==> config.mk <==
export PLATFORM = sky130hd
export DESIGN_NAME = adder_arbiter
export DESIGN_NICKNAME = d
export VERILOG_FILES = /design/src/rtl/adder_arb_pkg.sv /design/src/rtl/adder_arbiter_ks_adder.sv /design/src/rtl/adder_arbiter_rr_arb2.sv /design/src/rtl/adder_arbiter.sv
export SDC_FILE = /design/constraint.sdc
export NUM_CORES = 1
export LEC_CHECK = 0
export ABC_AREA = 1
export BUFFER_PORTS_ARGS = -buffer_cell sky130_fd_sc_hd__clkbuf_2
export CORE_UTILIZATION = 56
export CTS_BUF_LIST = sky130_fd_sc_hd__clkbuf_16
export DETAILED_ROUTE_END_ITERATION = 8
export MAX_ROUTING_LAYER = met4
export PLACE_DENSITY = 0.95
export SYNTH_ARGS = -nofsm -noshare
export SYNTH_HDL_FRONTEND = slang
export SYNTH_HIERARCHICAL = 1
export SYNTH_SLANG_ARGS = --single-unit
==> constraint.sdc <==
create_clock -name clk -period 5.3 [get_ports clk]
set_input_delay 0.265 -clock clk [delete_from_list [all_inputs] [get_ports clk]]
set_output_delay 0.265 -clock clk [all_outputs]
set_load 0.1 [all_outputs]
==> src/rtl/adder_arb_pkg.sv <==
// Shared constants and state type for the two-requester adder arbiter.
// Optional multi-word carry chaining is enabled with the ADDER_ARB_CHAIN_EN macro.
package adder_arb_pkg;

    localparam int ADDER_W = 32;
    localparam int NUM_REQ = 2;

    typedef enum logic {
        ARB    = 1'b0,
        LOCKED = 1'b1
    } arb_state_e;

endpackage

==> src/rtl/adder_arbiter_ks_adder.sv <==
// 32-bit Kogge-Stone parallel-prefix adder with carry-in and carry-out.
// The carry-in is folded into bit 0's generate so the prefix tree needs no extra level.
module KoggeStone32Bit (
    input  logic [31:0] a,
    input  logic [31:0] b,
    input  logic        cin,
    output logic [31:0] sum,
    output logic        cout
);

    logic [31:0] prop;
    logic [31:0] g_lvl [6];
    logic [31:0] p_lvl [5];
    logic [31:0] carry;

    always_comb begin
        prop = a ^ b;
        g_lvl[0] = a & b;
        g_lvl[0][0] = (a[0] & b[0]) | (prop[0] & cin);
        p_lvl[0] = prop;
        for (int k = 1; k < 5; k++) begin
            for (int i = 0; i < 32; i++) begin
                if (i >= (1 << (k - 1))) begin
                    g_lvl[k][i] = g_lvl[k-1][i] | (p_lvl[k-1][i] & g_lvl[k-1][i - (1 << (k - 1))]);
                    p_lvl[k][i] = p_lvl[k-1][i] & p_lvl[k-1][i - (1 << (k - 1))];
                end else begin
                    g_lvl[k][i] = g_lvl[k-1][i];
                    p_lvl[k][i] = p_lvl[k-1][i];
                end
            end
        end
        // Last level only needs generate terms: span 16 completes every prefix.
        for (int i = 0; i < 32; i++) begin
            if (i >= 16) begin
                g_lvl[5][i] = g_lvl[4][i] | (p_lvl[4][i] & g_lvl[4][i - 16]);
            end else begin
                g_lvl[5][i] = g_lvl[4][i];
            end
        end
        carry = {g_lvl[5][30:0], cin};
        sum   = prop ^ carry;
        cout  = g_lvl[5][31];
    end

endmodule

==> src/rtl/adder_arbiter_rr_arb2.sv <==
// Two-way round-robin arbiter with an internal priority pointer and an owner lock.
module rr_arb2
    import adder_arb_pkg::*;
(
    input  logic               clk,
    input  logic               rst,
    input  logic [NUM_REQ-1:0] req,
    input  logic               lock,
    input  logic               lock_id,
    input  logic               update,
    input  logic               served_id,
    output logic [NUM_REQ-1:0] grant
);

    logic ptr_q;
    logic ptr_d;

    always_comb begin
        ptr_d = update ? ~served_id : ptr_q;
        grant = '0;
        if (lock) begin
            grant[lock_id] = req[lock_id];
        end else if (&req) begin
            grant[ptr_q] = 1'b1;
        end else begin
            grant = req;
        end
    end

    always_ff @(posedge clk) begin
        if (rst) begin
            ptr_q <= 1'b0;
        end else begin
            ptr_q <= ptr_d;
        end
    end

endmodule

==> src/rtl/adder_arbiter.sv <==
// Two requesters time-share one 32-bit adder through a round-robin arbiter and a
// one-deep result register. ADDER_ARB_CHAIN_EN adds multi-word carry chaining.
module adder_arbiter
    import adder_arb_pkg::*;
(
    input  logic               clk,
    input  logic               rst,
    input  logic [NUM_REQ-1:0] req_valid,
    output logic [NUM_REQ-1:0] req_ready,
    input  logic [ADDER_W-1:0] req_a0,
    input  logic [ADDER_W-1:0] req_b0,
    input  logic [ADDER_W-1:0] req_a1,
    input  logic [ADDER_W-1:0] req_b1,
    input  logic [NUM_REQ-1:0] req_cin,
    input  logic [NUM_REQ-1:0] req_last,
    output logic               res_valid,
    input  logic               res_ready,
    output logic               res_id,
    output logic [ADDER_W-1:0] res_sum,
    output logic               res_cout,
    output logic               res_last
);

    arb_state_e         state_q, state_d;
    logic               res_valid_q, res_valid_d;
    logic               res_id_q, res_id_d;
    logic [ADDER_W-1:0] res_sum_q, res_sum_d;
    logic               res_cout_q, res_cout_d;
    logic               res_last_q, res_last_d;

    logic [NUM_REQ-1:0] grant;
    logic               can_load;
    logic               xfer;
    logic               xfer_id;
    logic               op_last;
    logic               locked;
    logic [ADDER_W-1:0] op_a, op_b;
    logic               add_cin;
    logic [ADDER_W-1:0] add_sum;
    logic               add_cout;

`ifdef ADDER_ARB_CHAIN_EN
    assign op_last = req_last[xfer_id];
`else
    logic unused_req_last;
    assign unused_req_last = ^req_last;
    assign op_last = 1'b1;
`endif

    assign locked    = (state_q == LOCKED);
    assign can_load  = ~res_valid_q | res_ready;
    assign req_ready = rst ? '0 : (grant & {NUM_REQ{can_load}});
    assign xfer      = |req_ready;
    assign xfer_id   = req_ready[1];
    assign op_a      = xfer_id ? req_a1 : req_a0;
    assign op_b      = xfer_id ? req_b1 : req_b0;
    // A locked chain continues from the owner's previous carry-out.
    assign add_cin   = locked ? res_cout_q : req_cin[xfer_id];

    rr_arb2 u_arb (
        .clk       (clk),
        .rst       (rst),
        .req       (req_valid),
        .lock      (locked),
        .lock_id   (res_id_q),
        .update    (xfer & op_last),
        .served_id (xfer_id),
        .grant     (grant)
    );

    KoggeStone32Bit u_adder (
        .a    (op_a),
        .b    (op_b),
        .cin  (add_cin),
        .sum  (add_sum),
        .cout (add_cout)
    );

    always_comb begin
        state_d     = state_q;
        res_valid_d = res_valid_q;
        res_id_d    = res_id_q;
        res_sum_d   = res_sum_q;
        res_cout_d  = res_cout_q;
        res_last_d  = res_last_q;
        if (xfer) begin
            res_valid_d = 1'b1;
            res_id_d    = xfer_id;
            res_sum_d   = add_sum;
            res_cout_d  = add_cout;
            res_last_d  = op_last;
            state_d     = op_last ? ARB : LOCKED;
        end else if (res_ready) begin
            res_valid_d = 1'b0;
        end
    end

    always_ff @(posedge clk) begin
        if (rst) begin
            state_q     <= ARB;
            res_valid_q <= 1'b0;
            res_id_q    <= 1'b0;
            res_sum_q   <= '0;
            res_cout_q  <= 1'b0;
            res_last_q  <= 1'b0;
        end else begin
            state_q     <= state_d;
            res_valid_q <= res_valid_d;
            res_id_q    <= res_id_d;
            res_sum_q   <= res_sum_d;
            res_cout_q  <= res_cout_d;
            res_last_q  <= res_last_d;
        end
    end

    assign res_valid = res_valid_q;
    assign res_id    = res_id_q;
    assign res_sum   = res_sum_q;
    assign res_cout  = res_cout_q;
    assign res_last  = res_last_q;

endmodule

==> metrics.txt <==
Util after Layout=69.0%; Fmax=266 MHz; gpl congestion=0.956; Mean Syn Cell Area=5.19 µm²; Worst EP required=5.47 ns; ANT nets after route=0; WL/cell=10.3 µm; max cap viols=0; type of the worst min-delay path=in2reg; status=finished, final reports clean; Post-DP HPWL=10300 µm; largest net degree at the start of global routing=82; Startpoint Class=register; Antenna Diode Count=0; fraction of power consumed by combinational cells=61.4%; Crit path top cell by count=nand2_1; RSZ-0062 raised after global routing=no; fin crit share=70.8%; Psw=0.811 mW; via density per instance=4.74; CP Max Fanout=55; CP Buf/Inv Count=4; DRT iter0 DRCs=228; H-tree Lvls=2; I/O pins=175; detailed-route via count=5883; cell area after synthesis=0.00509 mm²; die height=97.4 µm; Worst path slowest cell=inv_2; post-synthesis cell type count=32; Longest Clk Path Bufs=2; CP Launch Point=u_arb/ptr_q; core area=0.00876 mm²; Clock Sinks=37; starting density of the core=58.1%; Seq/Total Area, Yosys=14.5%; total gr overflow=0; Hold Path Origin=rst; postcts setup bufs=0; slowest stage delay, CP=0.49 ns; finished layout cell area=0.00605 mm²; cts bufs inserted=5; setup TNS=0 ns; Flop pwr share=21.1%; RR Startpoint=u_arb/ptr_q; Root Driver=clkbuf_16; CTS tree=built; Yosys warnings=6; die footprint=0.00948 mm²; ratio of total power to cell area=259 mW/mm²; Syn-to-layout area delta=18.8%; Hold Vio Cnt, Final=0; LEAKAGE=4.04 nW; clock share of power=17.5%; Rel. slew slack=31.8%; vias in the first global route=5238; Slew Limit Fails=0; cell family with most CP delay=simple AND/OR/NAND/NOR gates; drt pass-1 iters=5; min cycle time layout=3.75 ns; # hold bufs at CTS=0; number of synthesized register bits=37; crit path cell chain=nor3_1 > nor2_1 > inv_1 > nor2_1 > nand2_4 > inv_2 > nand2_1 > nand2_1 > inv_1 > fa_1 > fa_1 > inv_1 > nand3_1 > nand3_1 > nand2_1 > nand2_2 > nand2_1 > nand4_1 > nand2_1 > a21oi_1 > nor2_1; fill count=841; final setup fails=0; Tot GR Track Use=28.1%; Peak VDD IR=0.234 mV; Worst Path Arrival=3.92 ns; share of layout cells above drive strength 1=19.8%; Post-DP Area=0.00591 mm²; Layout Skew=0.00171 ns; PortBufs=172; Pint=0.755 mW; Setup CP Type=reg2reg; residual DRC count=0; first-pass GRT wire length=22000 µm; Worst-path clk slew=0.05 ns; Cells after Synth=981; NumNets Final=1303; Sw Share=51.8%; post-CTS sizing=0; row count=34; Least-Margin Pin Slew=1.02 ns; initial antenna violation count=0; Clock Latency Late Sink=0.28 ns; total wire length=12800 µm; Tot Pwr=1.57 mW; crit end category=register; Die X=97.4 µm
flip-flops by register name, indices dropped and copies added (netlist names):
| register | flops |
|---|---|
| res_id | 1 |
| res_valid | 1 |
| u_arb/ptr_q | 1 |
| res_cout | 1 |
| res_last | 1 |
| res_sum | 32 |
path summary, 6_finish.rpt:
path                  to  depth (start not counted)  slack (ns)
max reg2reg  res_sum[24]                         21        1.55
min          u_arb/ptr_q                          2        0.21
max          res_sum[24]                         21        1.55
min reg2reg       res_id                          2        0.49
synth_stat cells, drive strengths merged:
cell	n	share of area, %
and3	1	0.12
nand3	61	6.5
nor3	5	0.79
dfxtp	37	15
a21oi	55	5.7
o21bai	2	0.52
nand4	5	0.61
xnor2	1	0.17
nor2	80	6.6
nand2	476	36
o21ai	2	0.20
ha	31	7.6
xor2	13	2.2
conb	1	0.074
clkbuf	3	0.22
and2	2	0.25
a21o	1	0.15
buf	29	3.9
nor3b	1	0.25
fa	2	0.79
inv	172	13
clkinv	1	0.074
final cells by class:
cell class	count	area [µm²]	area share, %
clock buffers	5	125	2.07
repair buffers	175	883	14.6
clock inverters	2	7.51	0.124
flip-flops and latches	37	741	12.2
well taps	108	135	2.23
multi-input cells	741	3510	58.0
inverters	173	649	10.7
power by group through the flow:
stage | Clock (mW) | Sequential [mW] | Combinational [mW]
after detailed placement | 0 | 0.336 | 0.951
after floorplan | 0 | 0.566 | 0.525
after global placement | 0 | 0.335 | 0.942
final | 0.273 | 0.331 | 0.962
after global routing | 0.288 | 0.334 | 1.06
after CTS | 0.274 | 0.330 | 0.957
routing by layer:
layer	up-vias	GRT usage (%)	wire length (µm)
met5	-	-	0
met4	0	6.45	250
met3	22	3.60	643
met2	169	49.5	5860
met1	2476	34.2	6010
li1	3216	-	-
stage by stage:
| step | setup slack (ns) | std cells | hold slack (ns) |
|---|---|---|---|
| finish | 1.55 | 1241 | 0.210 |
| detailed placement | 1.49 | 1234 | 0.479 |
| global placement | 1.54 | 1234 | 0.473 |
| floorplan | 1.78 | 983 | 0.335 |
| CTS | 1.52 | 1241 | 0.211 |
| global route | 1.08 | 1241 | 0.222 |
cell families (layout without fill, tap and decap cells):
group	Yosys count	count (layout)	synth area share, %
xor+xnor	14	14	2.41
flops	37	37	14.5
compound gates	60	60	6.56
fa+ha+maj	33	33	8.41
other cells	1	3	0.0737
buf+inv	205	355	16.8
simple gates	631	631	51.2
layout by cell type (no fill, tap or decap), types with 13 or more instances in the layout:
cell type,n
a21oi_1,51
clkbuf_2,172
dfxtp_1,37
ha_1,31
inv_1,171
nand2_1,456
nand2_2,19
nand3_1,56
nor2_1,72
xor2_1,13
Power figures use the tool's default switching activity.
